### config.mk
export PLATFORM = sky130hd
export DESIGN_NAME = video_pixel_out
export DESIGN_NICKNAME = d
export VERILOG_FILES = /design/src/rtl/video_pixel_out.sv
export SDC_FILE = /design/constraint.sdc
export NUM_CORES = 1
export LEC_CHECK = 0
export CELL_PAD_IN_SITES_DETAIL_PLACEMENT = 1
export CELL_PAD_IN_SITES_GLOBAL_PLACEMENT = 1
export CORE_MARGIN = 10
export CORE_UTILIZATION = 34
export CTS_CLUSTER_DIAMETER = 40
export CTS_CLUSTER_SIZE = 12
export DETAILED_ROUTE_END_ITERATION = 10
export GPL_TIMING_DRIVEN = 0
export PLACE_DENSITY_LB_ADDON = 0.1
export SYNTH_ARGS = -nofsm -noshare
export SYNTH_HDL_FRONTEND = slang
export SYNTH_SLANG_ARGS = --single-unit
### constraint.sdc
create_clock -name master_clock -period 1.62 [get_ports master_clock]
set_clock_uncertainty 0.1 [all_clocks]
set_input_delay 0.162 -clock master_clock [delete_from_list [all_inputs] [get_ports master_clock]]
set_output_delay 0.162 -clock master_clock [all_outputs]
set_load 0.005 [all_outputs]
### src/rtl/video_pixel_out.sv
// Captures RAM bytes fetched in phi2-low and serialises them into RRGGBB pixels, with syncs re-timed to match.
// Optional macro VIDEO_BORDER_COLOR_EN adds a border colour register shown during non-sync blanking.
module video_pixel_out #(
  parameter int SYNC_DELAY = 2,
  parameter int COLOR_BITS = 6
) (
  input  logic                  master_clock,
  input  logic                  reset,
  input  logic                  phi2,
  input  logic [7:0]            ram_data,
  input  logic                  hsync_in,
  input  logic                  vsync_in,
  input  logic                  visible_in,
  input  logic                  mode_hi,
  input  logic                  reg_we,
  input  logic [1:0]            reg_sel,
  input  logic [COLOR_BITS-1:0] reg_data,
  output logic [COLOR_BITS-1:0] rgb,
  output logic                  hsync_out,
  output logic                  vsync_out
);

  typedef enum logic [1:0] {PH_IDLE, PH_A, PH_B, PH_HOLD} phase_t;

  phase_t                phase_q, phase_d;
  logic [7:0]            cap_q, cap_d;
  logic                  mode_q, mode_d;
  logic [COLOR_BITS-1:0] pix_q, pix_d;
  logic [COLOR_BITS-1:0] fg_q, fg_d;
  logic [COLOR_BITS-1:0] bg_q, bg_d;
  logic [SYNC_DELAY-1:0] hs_q, hs_d;
  logic [SYNC_DELAY-1:0] vs_q, vs_d;
  logic [SYNC_DELAY-1:0] vis_q, vis_d;
`ifdef VIDEO_BORDER_COLOR_EN
  logic [COLOR_BITS-1:0] border_q, border_d;
`endif

  always_comb begin
    phase_d = phase_q;
    cap_d   = cap_q;
    mode_d  = mode_q;
    if (!phi2) begin
      // A fetch always restarts the pair, even if the previous byte was not finished.
      phase_d = PH_A;
      cap_d   = ram_data;
      mode_d  = mode_hi;
    end else begin
      case (phase_q)
        PH_A:    phase_d = PH_B;
        PH_B:    phase_d = PH_HOLD;
        default: phase_d = phase_q;
      endcase
    end
  end

  always_comb begin
    pix_d = pix_q;
    case (phase_q)
      PH_IDLE: pix_d = '0;
      PH_A:    pix_d = mode_q ? (cap_q[7] ? fg_q : bg_q) : cap_q[COLOR_BITS-1:0];
      PH_B:    pix_d = mode_q ? (cap_q[6] ? fg_q : bg_q) : cap_q[COLOR_BITS-1:0];
      default: pix_d = pix_q;
    endcase
  end

  always_comb begin
    fg_d = fg_q;
    bg_d = bg_q;
`ifdef VIDEO_BORDER_COLOR_EN
    border_d = border_q;
`endif
    if (reg_we) begin
      case (reg_sel)
        2'd0:    fg_d = reg_data;
        2'd1:    bg_d = reg_data;
`ifdef VIDEO_BORDER_COLOR_EN
        2'd2:    border_d = reg_data;
`endif
        default: ;
      endcase
    end
  end

  always_comb begin
    hs_d  = hs_q;
    vs_d  = vs_q;
    vis_d = vis_q;
    hs_d[0]  = hsync_in;
    vs_d[0]  = vsync_in;
    vis_d[0] = visible_in;
    for (int i = 1; i < SYNC_DELAY; i++) begin
      hs_d[i]  = hs_q[i-1];
      vs_d[i]  = vs_q[i-1];
      vis_d[i] = vis_q[i-1];
    end
  end

  always_ff @(posedge master_clock) begin
    if (reset) begin
      phase_q <= PH_IDLE;
      cap_q   <= '0;
      mode_q  <= 1'b0;
      pix_q   <= '0;
      fg_q    <= '1;
      bg_q    <= '0;
      hs_q    <= '1;
      vs_q    <= '1;
      vis_q   <= '0;
`ifdef VIDEO_BORDER_COLOR_EN
      border_q <= '0;
`endif
    end else begin
      phase_q <= phase_d;
      cap_q   <= cap_d;
      mode_q  <= mode_d;
      pix_q   <= pix_d;
      fg_q    <= fg_d;
      bg_q    <= bg_d;
      hs_q    <= hs_d;
      vs_q    <= vs_d;
      vis_q   <= vis_d;
`ifdef VIDEO_BORDER_COLOR_EN
      border_q <= border_d;
`endif
    end
  end

  assign hsync_out = hs_q[SYNC_DELAY-1];
  assign vsync_out = vs_q[SYNC_DELAY-1];

  // Blanking is decided from the last pipeline stage so it lines up with the delayed syncs.
  always_comb begin
    rgb = pix_q;
    if (!vis_q[SYNC_DELAY-1]) begin
      rgb = '0;
`ifdef VIDEO_BORDER_COLOR_EN
      if (hs_q[SYNC_DELAY-1] && vs_q[SYNC_DELAY-1]) rgb = border_q;
`endif
    end
  end

endmodule

; Yosys cells after proc, flatten, opt, wreduce, memory -nomap -nowiden
; Index checks and enable logic that the tools add are counted.
[word_totals]
regBits = 35
input_bits = 24
[op_classes]
n_eq_ne = 4
muxes = 8
bitwise_logic = 1
n_reduce_logical = 7
[ops]
columns = cell, n
row1 = 6-bit 2-to-1 mux, 5
row2 = 6-bit one-hot mux with 3 select lines, 1
row3 = 2-bit by 1-bit == test with 1-bit output (second input constant), 2
row4 = 2-bit zero test, 2
row5 = 2-bit one-hot mux with 2 select lines, 1
row6 = 2-bit AND reduction, 2
row7 = 3-bit by 1-bit != test with 1-bit output (second input constant), 1
row8 = 3-bit nonzero test, 1
row9 = 2-bit == test (second input constant), 1
row10 = 2-bit nonzero test, 1
row11 = 2-bit OR reduction, 1
row12 = 1-bit 2-to-1 mux, 1
row13 = 1-bit NOT, 1

; Logic depth before layout (Yosys ltp)
[logic_depth]
ltp_word = 3
depth_mapped = 5
depth_no_buf = 5

; Worst setup path after synthesis
; Ideal clock, no wire load.
[synth_path]
kind = reg2reg
from = reg phase_q[0]
to = reg pix_q[0]
setup_time_ns = 0.122
arrival_ns = 1.333
t_required_ns = 1.398
path_slack_ns = 0.065
path_stages_with_launch = 6
path_buffers = 0
synth_period_minus_slack_ns = 1.555
cell_sequence = dfxtp_1 -> inv_1 -> ha_1 -> a22o_1 -> and3_1 -> o311a_1
[synth_via]
elab_chain_len = 2
[synth_lines]
columns = item, line
row1 = "start, declared", 25  ; phase_t phase_q, phase_d;
row2 = "start signal, assigned", 113  ; phase_q <= phase_d;
row3 = "2-bit == test, or another cell as far along", 58  ; case (phase_q)
row4 = 6-bit one-hot mux with 3 select lines or 3-bit nonzero test (tied branches), --
row5 = "end signal, assigned", 116  ; pix_q <= pix_d;
row6 = "end, declared", 28  ; logic [COLOR_BITS-1:0] pix_q, pix_d;
; Parallel ways exist; a longest one is shown, timed or not.
; A chain may end at the register's enable or synchronous reset.

; Final worst setup path
[layout_path]
from = reg phase_q[1]
to = reg pix_q[2]
; Same word-level chain as after synthesis.

==> results.sh <==
export IMPL_utilization=0.5120
export IMPL_synth_nets=177
export IMPL_antenna_found_initial=0
export IMPL_grt_use_total=0.1124
export IMPL_drt_iter0_drc=68
export IMPL_io_pins=32
export IMPL_finalSetupTns_ns=0
export IMPL_row_count=23
export IMPL_period_needed_ns=1.589
export IMPL_cts_htree_levels=2
export IMPL_avgSynthCellArea_um2=9.910
export IMPL_max_freq_mhz=629.3
export IMPL_cp_data_arrival_time_ns=1.67
export IMPL_num_nets_final=217
export IMPL_setup_viol=0
export IMPL_port_buffers=31
export IMPL_whs_ns=0.3065
export IMPL_required_ns=1.70
export IMPL_hold_path_class="reg2reg"
export IMPL_drt_total_wl_mm=3.973
export IMPL_postCtsHoldBufs=0
export IMPL_crit_slowest_cell="dfxtp_2"
export IMPL_cts_tree="yes"
export IMPL_grt_pass1_vias=1390
export IMPL_slew_headroom=0.6794
export IMPL_placed_area_um2=1859
export IMPL_cpPeakStageDelay_ns=0.34
export IMPL_placed_cells=231
export IMPL_start_util=0.3612
export IMPL_die_area_um2=7417
export IMPL_cp_buffers_inverters=1
export IMPL_yosysWarnings=0
export IMPL_hold_viol_final=0
export IMPL_grt_pass1_wl_mm=6.762
export IMPL_fin_ws_ns=0.03081
export IMPL_worstSetupPathType="reg2reg"
export IMPL_post_drt_wl_per_cell_um=16.49
export IMPL_peakVddDrop_mv=0.5204
export IMPL_synth_cell_types=28
export IMPL_syn_instance_count=150
export IMPL_status="completed"
export IMPL_core_area_um2=4115
export IMPL_rsz0062_at_grt="false"
export IMPL_power_mw=2.121
export IMPL_slew_violations=0
export IMPL_ant_nets=0
export IMPL_cts_root_buffer="clkbuf_8"
export IMPL_grt_busiest_layer="met2"
export IMPL_worstMarginPinSlew_ns=0.4808
export IMPL_vias_per_cell=5.141
export IMPL_grt_use_met1=0.1235
export IMPL_overflow=0
export IMPL_cts_buffers=5
export IMPL_worst_path_max_fanout=6
export IMPL_start_kind="flop"
export IMPL_die_y_um=86.12
export IMPL_r2r_setup_slack_ns=0.03
export IMPL_cts_path_max_buffers=2
export IMPL_maxCapViolCount=0
export IMPL_clk_pin_slew_ns=0.07
export IMPL_dp_slack_ns=-0.1312
export IMPL_syn_cell_area_um2=1486
export IMPL_final_area_um2=2107
export IMPL_p_per_area_nw_per_um2=1007
export IMPL_grt_max_degree=13
export IMPL_fin_crit_sh=0.9810
export IMPL_cp_end_kind="flop"
export IMPL_grtUsageMet3=0.04163
export IMPL_yosysSeqAreaShare=0.4714
export IMPL_hpwl_mm=3.021
export IMPL_dr_pass1_iters=4
export IMPL_p_leak_nw=0.8767
export IMPL_met2_usage=0.1961
export IMPL_area_delta_synth_final_pct=41.75
export IMPL_routed_via_count=1239
export IMPL_cts_sinks=35
export IMPL_dieWidth_um=86.12
export IMPL_drive_gt1_frac=0.1832
export IMPL_gp_congestion=0.8055
export IMPL_cp_cell_sequence="buf_6 > ha_4 > a22o_4 > and3_4 > o311a_1"
export IMPL_antenna_cells=0
export IMPL_clock_latency_ns=0.29
export IMPL_drcViolationCount=0
export IMPL_final_cells=241
export IMPL_ys_ff_latch=35
export IMPL_critical_path_top_delay_family="compound AO/OA/AOI/OAI gates"
path summary, 6_finish.rpt:
check             start       end  cells past startpoint
max          phase_q[1]  pix_q[2]                      5
min             hs_q[0]   hs_q[1]                      1
max reg2reg  phase_q[1]  pix_q[2]                      5
min reg2reg     hs_q[0]   hs_q[1]                      1
cell usage in the layout, fill, tap and decap left out, types with 2 or more instances in the layout:
master | synthesis | layout
dfxtp_1 | 35 | 31
clkdlybuf4s50_1 | 0 | 31
mux2i_1 | 15 | 15
nor2_1 | 15 | 15
nor2b_1 | 8 | 8
nand2b_1 | 7 | 7
and2_1 | 6 | 6
nand2_1 | 6 | 6
a21oi_1 | 6 | 6
and3_4 | 0 | 6
a22o_1 | 7 | 6
o311a_1 | 6 | 6
a211o_1 | 6 | 6
clkbuf_8 | 0 | 5
or2_1 | 4 | 4
inv_2 | 1 | 3
buf_4 | 1 | 3
clkbuf_1 | 2 | 2
buf_2 | 3 | 2
inv_1 | 4 | 2
ha_4 | 0 | 2
bufinv_16 | 0 | 2
dfxtp_4 | 0 | 2
dfxtp_2 | 0 | 2
Yosys cell counts:
| cell | number | area (um2) |
|---|---|---|
| nand3b_1 | 1 | 7.510 |
| a21oi_2 | 1 | 8.760 |
| inv_1 | 4 | 15.01 |
| o311a_1 | 6 | 60.06 |
| nor2b_1 | 8 | 50.05 |
| a22o_1 | 7 | 61.31 |
| nand2b_2 | 1 | 8.760 |
| buf_4 | 1 | 7.510 |
| a211oi_1 | 1 | 7.510 |
| dfxtp_1 | 35 | 700.7 |
| ha_1 | 3 | 37.54 |
| and3_1 | 6 | 37.54 |
| and2_1 | 6 | 37.54 |
| o21ba_2 | 1 | 10.01 |
| a31oi_1 | 1 | 6.260 |
| clkbuf_1 | 2 | 7.510 |
| nor2_1 | 15 | 56.30 |
| buf_1 | 1 | 3.750 |
| nor3b_2 | 1 | 12.51 |
| inv_2 | 1 | 3.750 |
| nand2b_1 | 7 | 43.79 |
| mux2i_1 | 15 | 150.1 |
| or2b_1 | 1 | 7.510 |
| a211o_1 | 6 | 52.55 |
| a21oi_1 | 6 | 30.03 |
| nand2_1 | 6 | 22.52 |
| buf_2 | 3 | 15.01 |
| or2_1 | 4 | 25.02 |
power breakdown:
part / leakage [nW] / switching (mW) / internal [mW]
sequential: 0.289 / 0.0276 / 0.899
combinational: 0.523 / 0.104 / 0.137
clock: 0.0644 / 0.340 / 0.614
sequential cells by signal, summed over array words and instances (netlist names):
register and flops:
vis_q 2, hs_q 2, pix_q 6, phase_q 2, vs_q 2, mode_q 1
cap_q 8, fg_q 6, bg_q 6
worst register-to-register path, stage by stage, from the launching register on:
cell and delay (ns):
dfxtp_2 0.34, buf_6 0.12, ha_4 0.17, a22o_4 0.25, and3_4 0.19, o311a_1 0.32
cells by family (layout without fill, tap and decap cells):
logic type / after synthesis / in the layout / synth area share
buffers and inverters: 12 / 53 / 0.03535
adder cells (fa/ha/maj): 3 / 3 / 0.02526
AND/OR/NAND/NOR: 56 / 56 / 0.2079
AO/OA/AOI/OAI: 29 / 29 / 0.1591
multiplexers: 15 / 15 / 0.1010
flip-flops: 35 / 35 / 0.4714
layout make-up:
| class | instances | area, um2 |
|---|---|---|
| sequential | 35 | 710.7 |
| tap | 50 | 62.56 |
| fill | 458 | 2008 |
| multi-input combinational | 103 | 813.3 |
| buffer | 7 | 36.28 |
| timing repair buffer | 33 | 329.1 |
| inverter | 5 | 18.77 |
| clock buffer | 5 | 68.82 |
| clock inverter | 3 | 67.56 |
what timing repair did:
| item | 4_1_cts | 5_1_grt |
|---|---|---|
| endpoints found under the hold margin | 0 | 0 |
| cloned | 0 | 0 |
| resized for setup | 8 | 17 |
| pin swaps | 1 | 10 |
| buffers inserted | 1 | 1 |
| setup endpoints to repair | 12 | 8 |
layer usage:
layer | vias up | wire (um)
li1 | 612 | -
met1 | 601 | 1700
met2 | 22 | 2015
met3 | 4 | 216
met4 | 0 | 41
met5 | - | 0
Power figures use the tool's default switching activity.
